--- src/rtl/spi_reg_pkg.sv ---
// Shared constants, state encoding and register map for the SPI register responder.
`timescale 1ns/1ps
package spi_reg_pkg;

   localparam int HDR_BITS   = 16;
   localparam int DATA_BITS  = 32;
   localparam int STAT_BITS  = 8;
   localparam int FRAME_BITS = 56;

   localparam logic [3:0] STAT_MARKER = 4'b1010;

   localparam int ST_ACK = 0;
   localparam int ST_ERR = 1;
   localparam int ST_TMO = 2;
   localparam int ST_RW  = 3;

   typedef enum logic [2:0] {
      S_IDLE,
      S_HDR,
      S_RD_WAIT,
      S_DATA,
      S_WR_WAIT,
      S_STAT,
      S_DONE
   } state_t;

   localparam logic [14:0] ADDR_FREQ_0    = 15'h0000;
   localparam logic [14:0] ADDR_FREQ_1    = 15'h0004;
   localparam logic [14:0] ADDR_DATA_0    = 15'h0020;
   localparam logic [14:0] ADDR_DATA_1    = 15'h0024;
   localparam logic [14:0] ADDR_NUM_SAMP  = 15'h0040;
   localparam logic [14:0] ADDR_SAMP_FREQ = 15'h0044;
   localparam logic [14:0] ADDR_STATUS    = 15'h0048;
   localparam logic [14:0] ADDR_EN_CORDIC = 15'h004C;
   localparam logic [14:0] ADDR_RESET_ALL = 15'h0050;

   // Builds the trailing status byte: marker in the top nibble, flags below.
   function automatic logic [7:0] make_status(input logic rw, input logic tmo,
                                              input logic err, input logic ack);
      logic [7:0] s;
      s         = {STAT_MARKER, 4'b0000};
      s[ST_RW]  = rw;
      s[ST_TMO] = tmo;
      s[ST_ERR] = err;
      s[ST_ACK] = ack;
      return s;
   endfunction

endpackage

--- src/rtl/spi_sync_edge.sv ---
// Two-flop synchroniser with rising/falling edge pulses on the synchronised value.
`timescale 1ns/1ps
module spi_sync_edge #(
   parameter logic RST_VAL = 1'b0
) (
   input  logic clk,
   input  logic rst,
   input  logic din,
   output logic sync,
   output logic rise,
   output logic fall
);

   logic meta;
   logic prev;

   // Metastability pair followed by one history flop for edge detection.
   always_ff @(posedge clk or posedge rst) begin
      if (rst) begin
         meta <= RST_VAL;
         sync <= RST_VAL;
         prev <= RST_VAL;
      end else begin
         meta <= din;
         sync <= meta;
         prev <= sync;
      end
   end

   assign rise = sync & ~prev;
   assign fall = ~sync & prev;

endmodule

--- src/rtl/spi_reg_slave.sv ---
// SPI mode-0 responder: turns each 56-bit frame into one register bus transaction.
`timescale 1ns/1ps
module spi_reg_slave
   import spi_reg_pkg::*;
#(
   parameter int AW      = 15,
   parameter int DW      = 32,
   parameter int TIMEOUT = 16
) (
   input  logic          clk,
   input  logic          rst,
   input  logic          spi_sck,
   input  logic          spi_ss_n,
   input  logic          spi_mosi,
   output logic          spi_miso,
   output logic          spi_miso_oe,
   output logic [AW-1:0] reg_addr,
   output logic [DW-1:0] reg_wdata,
   output logic          reg_wr,
   output logic          reg_rd,
   input  logic [DW-1:0] reg_rdata,
   input  logic          reg_ack,
   input  logic          reg_err
);

   localparam int              TW        = $clog2(TIMEOUT + 1);
   localparam logic [5:0]      LAST_HDR  = 6'(HDR_BITS - 1);
   localparam logic [5:0]      LAST_DATA = 6'(HDR_BITS + DATA_BITS - 1);
   localparam logic [5:0]      LAST_STAT = 6'(FRAME_BITS - 1);
   localparam logic [TW-1:0]   LAST_WAIT = TW'(TIMEOUT - 1);

   logic sck_s, sck_rise, sck_fall;
   logic ss_n_s, ss_rise, ss_fall;
   logic mosi_s, mosi_rise, mosi_fall;
   logic unused_sync;

   state_t                state, next_state;
   logic [5:0]            bit_cnt;
   logic [TW-1:0]         wait_cnt;
   logic                  wait_done;
   logic [AW-1:0]         hdr_sh;
   logic                  rw;
   logic [DW-1:0]         tx_sh;
   logic [STAT_BITS-1:0]  stat_sh;
   logic                  miso_q;

   spi_sync_edge #(.RST_VAL(1'b0)) u_sck (
      .clk  (clk),
      .rst  (rst),
      .din  (spi_sck),
      .sync (sck_s),
      .rise (sck_rise),
      .fall (sck_fall)
   );

   spi_sync_edge #(.RST_VAL(1'b1)) u_ss_n (
      .clk  (clk),
      .rst  (rst),
      .din  (spi_ss_n),
      .sync (ss_n_s),
      .rise (ss_rise),
      .fall (ss_fall)
   );

   spi_sync_edge #(.RST_VAL(1'b0)) u_mosi (
      .clk  (clk),
      .rst  (rst),
      .din  (spi_mosi),
      .sync (mosi_s),
      .rise (mosi_rise),
      .fall (mosi_fall)
   );

   assign unused_sync = ^{sck_s, ss_rise, ss_fall, mosi_rise, mosi_fall};
   assign wait_done   = (wait_cnt == LAST_WAIT);

   // State register.
   always_ff @(posedge clk or posedge rst) begin
      if (rst) begin
         state <= S_IDLE;
      end else begin
         state <= next_state;
      end
   end

   // Next-state logic; a deselected chip select overrides everything.
   always_comb begin
      next_state = state;
      if (ss_n_s) begin
         next_state = S_IDLE;
      end else begin
         case (state)
            S_IDLE:    next_state = S_HDR;
            S_HDR:     if (sck_rise && bit_cnt == LAST_HDR)
                          next_state = hdr_sh[AW-1] ? S_RD_WAIT : S_DATA;
            S_RD_WAIT: if (reg_ack || wait_done) next_state = S_DATA;
            S_DATA:    if (sck_rise && bit_cnt == LAST_DATA)
                          next_state = rw ? S_STAT : S_WR_WAIT;
            S_WR_WAIT: if (reg_ack || wait_done) next_state = S_STAT;
            S_STAT:    if (sck_rise && bit_cnt == LAST_STAT) next_state = S_DONE;
            S_DONE:    next_state = S_DONE;
            default:   next_state = S_IDLE;
         endcase
      end
   end

   // Pin outputs: MISO only drives shifted bits during the data and status phases.
   always_comb begin
      spi_miso_oe = ~ss_n_s;
      spi_miso    = 1'b0;
      if (!ss_n_s && (state == S_DATA || state == S_STAT)) begin
         spi_miso = miso_q;
      end
   end

   // Frame datapath: bit counting, shift registers, bus strobes and status capture.
   always_ff @(posedge clk or posedge rst) begin
      if (rst) begin
         bit_cnt   <= '0;
         wait_cnt  <= '0;
         hdr_sh    <= '0;
         rw        <= 1'b0;
         tx_sh     <= '0;
         stat_sh   <= '0;
         miso_q    <= 1'b0;
         reg_addr  <= '0;
         reg_wdata <= '0;
         reg_rd    <= 1'b0;
         reg_wr    <= 1'b0;
      end else begin
         reg_rd <= (state == S_HDR)  && (next_state == S_RD_WAIT);
         reg_wr <= (state == S_DATA) && (next_state == S_WR_WAIT);
         case (state)
            S_IDLE: begin
               bit_cnt  <= '0;
               wait_cnt <= '0;
               tx_sh    <= '0;
               stat_sh  <= '0;
               miso_q   <= 1'b0;
            end
            S_HDR: begin
               if (sck_rise) begin
                  hdr_sh  <= {hdr_sh[AW-2:0], mosi_s};
                  bit_cnt <= bit_cnt + 1'b1;
                  if (bit_cnt == LAST_HDR) begin
                     reg_addr <= {hdr_sh[AW-2:0], mosi_s};
                     rw       <= hdr_sh[AW-1];
                  end
               end
            end
            S_RD_WAIT, S_WR_WAIT: begin
               if (reg_ack) begin
                  if (state == S_RD_WAIT) tx_sh <= reg_rdata;
                  stat_sh <= make_status(rw, 1'b0, reg_err, ~reg_err);
               end else if (wait_done) begin
                  tx_sh   <= '0;
                  stat_sh <= make_status(rw, 1'b1, 1'b0, 1'b0);
               end else begin
                  wait_cnt <= wait_cnt + 1'b1;
               end
            end
            S_DATA: begin
               if (sck_fall) begin
                  miso_q <= tx_sh[DW-1];
                  tx_sh  <= {tx_sh[DW-2:0], 1'b0};
               end
               if (sck_rise) begin
                  bit_cnt <= bit_cnt + 1'b1;
                  if (!rw) reg_wdata <= {reg_wdata[DW-2:0], mosi_s};
               end
            end
            S_STAT: begin
               if (sck_fall) begin
                  miso_q  <= stat_sh[STAT_BITS-1];
                  stat_sh <= {stat_sh[STAT_BITS-2:0], 1'b0};
               end
               if (sck_rise) bit_cnt <= bit_cnt + 1'b1;
            end
            S_DONE: begin
               miso_q <= 1'b0;
            end
            default: begin
               miso_q <= 1'b0;
            end
         endcase
      end
   end

endmodule

--- config.mk ---
export PLATFORM = sky130hd
export DESIGN_NAME = spi_reg_slave
export DESIGN_NICKNAME = d
export VERILOG_FILES = /design/src/rtl/spi_reg_pkg.sv /design/src/rtl/spi_sync_edge.sv /design/src/rtl/spi_reg_slave.sv
export SDC_FILE = /design/constraint.sdc
export NUM_CORES = 1
export LEC_CHECK = 0
export ABC_AREA = 1
export BUFFER_PORTS_ARGS = -buffer_cell sky130_fd_sc_hd__buf_2
export CORE_ASPECT_RATIO = 0.75
export CORE_MARGIN = 5
export CORE_UTILIZATION = 35
export CTS_BUF_LIST = sky130_fd_sc_hd__clkbuf_8
export CTS_CLUSTER_SIZE = 30
export DETAILED_ROUTE_END_ITERATION = 6
export GPL_TIMING_DRIVEN = 0
export HOLD_SLACK_MARGIN = 0.1
export PLACE_DENSITY = 0.6
export SETUP_SLACK_MARGIN = 0.15
export SLEW_MARGIN = 20
export SYNTH_ARGS = -nofsm -noshare
export SYNTH_HDL_FRONTEND = slang
export SYNTH_SLANG_ARGS = --single-unit
--- constraint.sdc ---
create_clock -name clk -period 11.7 [get_ports clk]
set_clock_uncertainty 0.15 [all_clocks]
set_input_delay 2.925 -clock clk [delete_from_list [all_inputs] [get_ports clk]]
set_output_delay 2.925 -clock clk [all_outputs]
set_load 0.005 [all_outputs]
# Yosys cells after proc, flatten, opt, wreduce, memory -nomap -nowiden
# Cells that the tools add are included.
[word_totals]
ff_bits = 127
[op_classes]
reduce_logical = 25
add_sub_neg = 2
eq_ne = 19
bitwise = 8
muxes = 27
[ops]
columns = ["cell", "count"]
rows = [
  ["32-bit two-way mux", 4],
  ["32-bit one-hot mux with 3 select lines", 1],
  ["8-bit two-way mux", 3],
  ["8-bit one-hot mux with 3 select lines", 1],
  ["3-bit one-hot mux with 7 select lines", 1],
  ["3-bit two-way mux", 6],
  ["3-bit AND reduction", 5],
  ["3-bit == test (second input constant)", 4],
  ["6-bit == test (second input constant)", 2],
  ["6-bit one-hot mux with 2 select lines", 1],
  ["5-bit two-way mux", 2],
  ["5-bit one-hot mux with 2 select lines", 1],
  ["3-bit by 2-bit == test with 1-bit output (second input constant)", 3],
  ["2-bit != test (second input constant)", 4],
  ["6-bit by 1-bit adder with 6-bit output (second input constant)", 1],
  ["6-bit by 4-bit == test with 1-bit output (second input constant)", 1],
  ["1-bit logical AND", 6],
  ["6-bit two-way mux", 1],
  ["3-bit != test (second input constant)", 2],
  ["1-bit NOT", 6],
  ["3-bit nonzero test", 2],
  ["3-bit OR reduction", 2],
  ["5-bit by 1-bit adder with 5-bit output (second input constant)", 1],
  ["5-bit by 4-bit == test with 1-bit output (second input constant)", 1],
  ["other kinds (12)", 20],
]

# Logic depth before layout (Yosys ltp)
[depth]
word_depth = 8
mapped_depth = 13
depth_no_buf = 13

# By module
# A second synthesis with hierarchy kept.
[unflattened]
cells_unflattened = 624
area_unflattened_um2 = 5671.7
[by_module_without_submodules]
columns = ["mod", "seq_area_each_um2", "area_per_inst_um2", "cells_per_inst", "n_inst"]
rows = [
  ["spi_reg_slave", 3002.9, 5386.4, 600, 1],
  ["spi_sync_edge at u_mosi ...", 75.1, 93.8, 8, 2],
  ["spi_sync_edge at u_ss_n", 78.8, 97.6, 8, 1],
]

# Least setup slack after synthesis
# No wires, ideal clock.
[synth_timing]
kind = "input to register"
start = "input reg_ack"
end = "register tx_sh[10]"
setup_time_ps = 124
t_arrival_ps = 3623
path_stages = 5
required_time_ps = 11426
path_buffers = 1
slack_ps = 7803
cell_sequence = "nor2_1 nand2_4 nand4_2 clkbuf_2 o21ai_1"
[synth_via]
elab_chain_cells = 2
elab_cells_between_ends = 5
classes_between = "2 x eq/ne; 2 x mux; 1 x reduce/logical"
[synth_rtl]
columns = ["element", "line", "source"]
rows = [
  ["from (decl)", "spi_reg_slave.sv:22", "input logic reg_ack,"],
  ["3-bit != test (no line) or 32-bit two-way mux (tied branches)", "--", ""],
  ["4-bit AND reduction (no line) or 32-bit one-hot mux with 3 select lines (tied branches)", "--", ""],
  ["to (signal assigned)", "spi_reg_slave.sv:153", "if (state == S_RD_WAIT) tx_sh <= reg_rdata;"],
  ["to (signal assigned)", "spi_reg_slave.sv:165", "tx_sh <= {tx_sh[DW-2:0], 1'b0};"],
  ["to (decl)", "spi_reg_slave.sv:43", "logic [DW-1:0] tx_sh;"],
]
# Parallel ways exist; a longest one is shown, timed or not.
# A chain may end at the register's enable or synchronous reset.

# Worst setup path after layout
[layout_timing]
start = "register state[1]"
end = "output spi_miso"
[layout_via]
elab_chain_cells = 4
elab_cells_between_ends = 5
classes_between = "2 x eq/ne; 1 x mux; 2 x reduce/logical"
[layout_rtl]
columns = ["element", "line", "source"]
rows = [
  ["from (decl)", "spi_reg_slave.sv:37", "state_t state, next_state;"],
  ["from (signal assigned)", "spi_reg_slave.sv:82", "state <= next_state;"],
  ["3-bit by 2-bit == test with 1-bit output or 3-bit == test (tied branches)", "spi_reg_slave.sv:111", "if (!ss_n_s && (state == S_DATA || state == S_STAT)) begin"],
  ["1-bit logical OR (*)", "spi_reg_slave.sv:111", ""],
  ["1-bit logical AND (*)", "spi_reg_slave.sv:111", ""],
  ["1-bit two-way mux (*)", "spi_reg_slave.sv:111", ""],
  ["to (decl)", "spi_reg_slave.sv:15", "output logic spi_miso,"],
]
# Every way passes the cells marked *; elsewhere a longest branch is shown, timed or not.

==> reports/qor.txt <==
======================================================================================
Worst IR drop on VDD                                                       0.0000655 V
Global-route track usage on met2                                                 0.212
Number of antenna violations at the first check in global routing                    0
Number of buffers created by CTS                                                    17
Share of synthesized area spent on multiplexers                                0.00213
Top cells by area, synth                                                  sky130_fd_sc_hd__dfrtp_1 (59%), sky130_fd_sc_hd__nand2_1 (9.0%), sky130_fd_sc_hd__o21ai_0 (4.8%)
Share of the clock period used by the worst path                                 0.399
Total iterations of the first detailed-routing run                                   4
Critical path data required time                                               8.63 ns
Flops & latches, synth                                                             127
Pin count of the biggest net entering global routing                                66
Global route total overflow                                                          0
Synthesized instance count                                                         568
Share of synthesized flip-flops with an asynchronous set or reset                 1.00
Finish-stage setup viols                                                             0
CP Launch Type                                                                    flop
Vias post-DR                                                                      4260
Clock Root Buffer                                                         sky130_fd_sc_hd__clkbuf_8
Count of buffering cells on the critical path with inverters included                2
Share of post-route cells with drive strength above 1                            0.231
Cell area after synthesis                                                   5290 sq um
Number of enable-type register cells in the synthesized netlist                      0
Simple-gate share of the synthesized area                                        0.152
Seq/Total Area, Yosys                                                            0.602
Weighted congestion reported at the end of routability-driven placement          0.838
Number of top-level design ports                                                    90
Worst Hold Launch                                                           u_sck.meta
Worst-case clock buffer depth                                                        2
Utilization after layout                                                         0.440
Max frequency                                                                  214 MHz
Placeable core region                                                      14600 sq um
Count of routing violations after the opening detailed-route iteration             316
Mapped Nets                                                                        610
Critical path peak fanout                                                            6
Combinational cell fraction of total power                                       0.057
Worst Hold Margin                                                             0.197 ns
Clk Latency, worst-skew pair                                                   0.43 ns
Number of standard cells in the layout, taps in and fillers out                    890
Final nets                                                                         719
Critical Path, Cell by Cell                                               inv_2, nand3_1, a21oi_1, buf_2
Internal power of the cells                                                 0.000691 W
Adder-cell share of the synthesized area                                       0.00710
Launching element of the worst setup path                                     state[1]
CP Capture Type                                                             output pin
Share of total power in sequential cells                                         0.506
Crit path largest cell delay                                                   0.44 ns
Run status                                                                complete, no violations
Compound-gate portion of the synthesized area                                    0.167
HPWL after detailed placement                                                  8730 um
Count of nets left with antenna violations after detail routing                      0
Total setup buffers inserted after CTS                                               0
Number of standard-cell rows in the floorplan                                       38
GR met1 Demand/Resource                                                          0.207
Relative area change from synthesis to final layout                              21.8%
Pwr Total                                                                   0.000901 W
Starting Density                                                                 0.361
Cell leakage power                                                             3.15 nW
Number of remaining DRC errors                                                       0
Final Hold Viols                                                                     0
TritonCTS Sinks                                                                    127
Count of filler cells inserted in the layout                                      1495
Most common flop cell mapped by yosys                                     sky130_fd_sc_hd__dfrtp_1
Worst Path Class, Setup                                                        reg2out
TritonCTS clock tree                                                              done
WL/cell                                                                        14.0 um
Max-cap violations                                                                   0
Via count of the first global-routing pass                                        4243
Total count of max-transition violations in the final report                         0
Crit-path leading delay family                                              flip-flops
Number of warnings reported in the yosys synthesis log                               0
Syn avg cell area                                                           9.31 sq um
Combinational family with the most area after synthesis                   compound AO/OA/AOI/OAI gates
Die width                                                                       152 um
Hold Path Class                                                                reg2reg
Commonest cells post-synth                                                sky130_fd_sc_hd__nand2_1 (127), sky130_fd_sc_hd__dfrtp_1 (125), sky130_fd_sc_hd__inv_1 (54)
Gr busiest metal                                                                  met2
Reported net switching power                                                0.000210 W
Xor and xnor fraction of the mapped netlist area                                     0
Total detailed-routing wirelength                                             12500 um
Total of buffers placed on input and output ports                                   89
Data arrival at the endpoint of the critical path                              1.59 ns
Post-layout min period                                                         4.66 ns
Transition time at the pin with the least slew margin                         0.475 ns
Setup repair after global routing missed its margin                                 no
Drt via density                                                                   4.79
DIE AREA                                                                   17700 sq um
Library cell with the largest summed area after synthesis                 sky130_fd_sc_hd__dfrtp_1
Hold buffers post-CTS                                                                0
Met3 demand-to-capacity share in global routing                                 0.0448
Die Y-Extent                                                                    116 um
Most frequently used cell type in the post-synthesis netlist              sky130_fd_sc_hd__nand2_1
Worst slew margin relative to its limit                                          0.683
Clk network pwr share                                                            0.437
First-pass GRT wire length                                                    20800 um
P per Cell Area                                                            140 nW/um^2
Setup TNS Final                                                                   0 ns
Dpl cells                                                                          858
CTS-repair resized insts                                                             0
Reg-to-reg startpoint                                                      wait_cnt[0]
Portion of synthesized cell area occupied by the leading cell type               0.592
Number of levels in the clock H-tree                                                 4
Number of library cell types mapped by synthesis                                    28
Crit path max-delay cell type                                             sky130_fd_sc_hd__dfrtp_1
Switching portion of total power                                                 0.233
All-Layer GR Usage                                                               0.146
CTS clk-pin slew, worst paths                                                  0.08 ns
======================================================================================
-- routing by layer --
layer,wire (um),vias to the layer above,part of all wire
li1,-,2091,-
met3,756,21,0.061
met5,0,-,0
met4,223,0,0.018
met1,6180,2032,0.50
met2,5290,116,0.42
-- layout make-up --
cell class | instances | area [sq um] | area share
sequential | 127 | 3180 | 0.494
multi-input combinational | 354 | 1740 | 0.270
timing repair buffer | 90 | 473 | 0.0735
clock buffer | 20 | 275 | 0.0428
tap | 200 | 250 | 0.0389
inverter | 61 | 236 | 0.0367
clock inverter | 11 | 141 | 0.0220
buffer | 26 | 140 | 0.0218
antenna | 1 | 2.50 | 0.000389
-- path summary, 6_finish.rpt --
check / end / cells past startpoint / slack, ns
worst max-delay path: spi_miso / 4 / 7.04
worst min-delay path: u_sck.sync / 0 / 0.20
worst max register to register: tx_sh[20] / 9 / 9.65
worst min register to register: u_sck.sync / 0 / 0.20
max in group asynchronous: u_ss_n.meta / 3 / 8.33
min in group asynchronous: tx_sh[19] / 2 / 2.38
-- cells by family (layout without fill, tap and decap cells) --
| group | count (synthesis) | after routing |
|---|---|---|
| fa+ha+maj | 3 | 3 |
| compound gates | 158 | 158 |
| flops | 127 | 127 |
| other cells | 0 | 1 |
| simple gates | 192 | 192 |
| buf+inv | 87 | 208 |
| mux | 1 | 1 |
-- power by group through the flow --
stage | Combinational, W | Clock (W) | Sequential [W]
after global routing | 0.0000604 | 0.000425 | 0.000458
after CTS | 0.0000524 | 0.000406 | 0.000456
after floorplan | 0.0000331 | 0 | 0.000463
after global placement | 0.0000493 | 0 | 0.000464
after detailed placement | 0.0000520 | 0 | 0.000464
final | 0.0000512 | 0.000393 | 0.000456
-- flip-flops by register name (all words and copies together) (netlist names), 3 cells and up --
| register | flops |
|---|---|
| reg_wdata | 32 |
| hdr_sh | 15 |
| tx_sh | 32 |
| bit_cnt | 6 |
| reg_addr | 15 |
| stat_sh | 8 |
| wait_cnt | 5 |
| state | 3 |
-- through the flow --
step | instance area, sq um | setup WS [ns]
CTS | 6430 | 7.01
detailed placement | 6020 | 7.46
floorplan | 5290 | 5.24
global route | 6430 | 6.91
finish | 6440 | 7.04
global placement | 5980 | 3.83
-- cells in the final DEF, fill, tap and decap left out --
master                         n
sky130_fd_sc_hd__diode_2       1
sky130_fd_sc_hd__clkbuf_1      5
sky130_fd_sc_hd__mux2_2        1
sky130_fd_sc_hd__dfstp_2       2
sky130_fd_sc_hd__inv_8         1
sky130_fd_sc_hd__nand2_1     127
sky130_fd_sc_hd__o21ai_0      51
sky130_fd_sc_hd__nor2_4        3
sky130_fd_sc_hd__a22oi_2       1
sky130_fd_sc_hd__o22ai_1       3
sky130_fd_sc_hd__bufinv_16     3
sky130_fd_sc_hd__nand3_4       1
sky130_fd_sc_hd__dfrtp_1     125
sky130_fd_sc_hd__o21ai_1      40
sky130_fd_sc_hd__clkinv_4      1
sky130_fd_sc_hd__clkinvlp_4    4
sky130_fd_sc_hd__buf_16        1
sky130_fd_sc_hd__nand4_1       1
sky130_fd_sc_hd__clkbuf_2      2
sky130_fd_sc_hd__buf_6         1
sky130_fd_sc_hd__nand4_2       1
sky130_fd_sc_hd__inv_1        55
sky130_fd_sc_hd__a21oi_1      30
sky130_fd_sc_hd__nand2_4       1
sky130_fd_sc_hd__buf_2       103
sky130_fd_sc_hd__buf_4         4
sky130_fd_sc_hd__nor2_1       37
sky130_fd_sc_hd__clkinv_2      1
sky130_fd_sc_hd__o31ai_1       1
sky130_fd_sc_hd__a22oi_1      32
sky130_fd_sc_hd__nor3_1        3
sky130_fd_sc_hd__inv_2         7
sky130_fd_sc_hd__clkbuf_8     20
sky130_fd_sc_hd__nand2_2       1
sky130_fd_sc_hd__ha_1          3
sky130_fd_sc_hd__nand3_1      17
No activity file was read; power rests on OpenSTA's default activity.
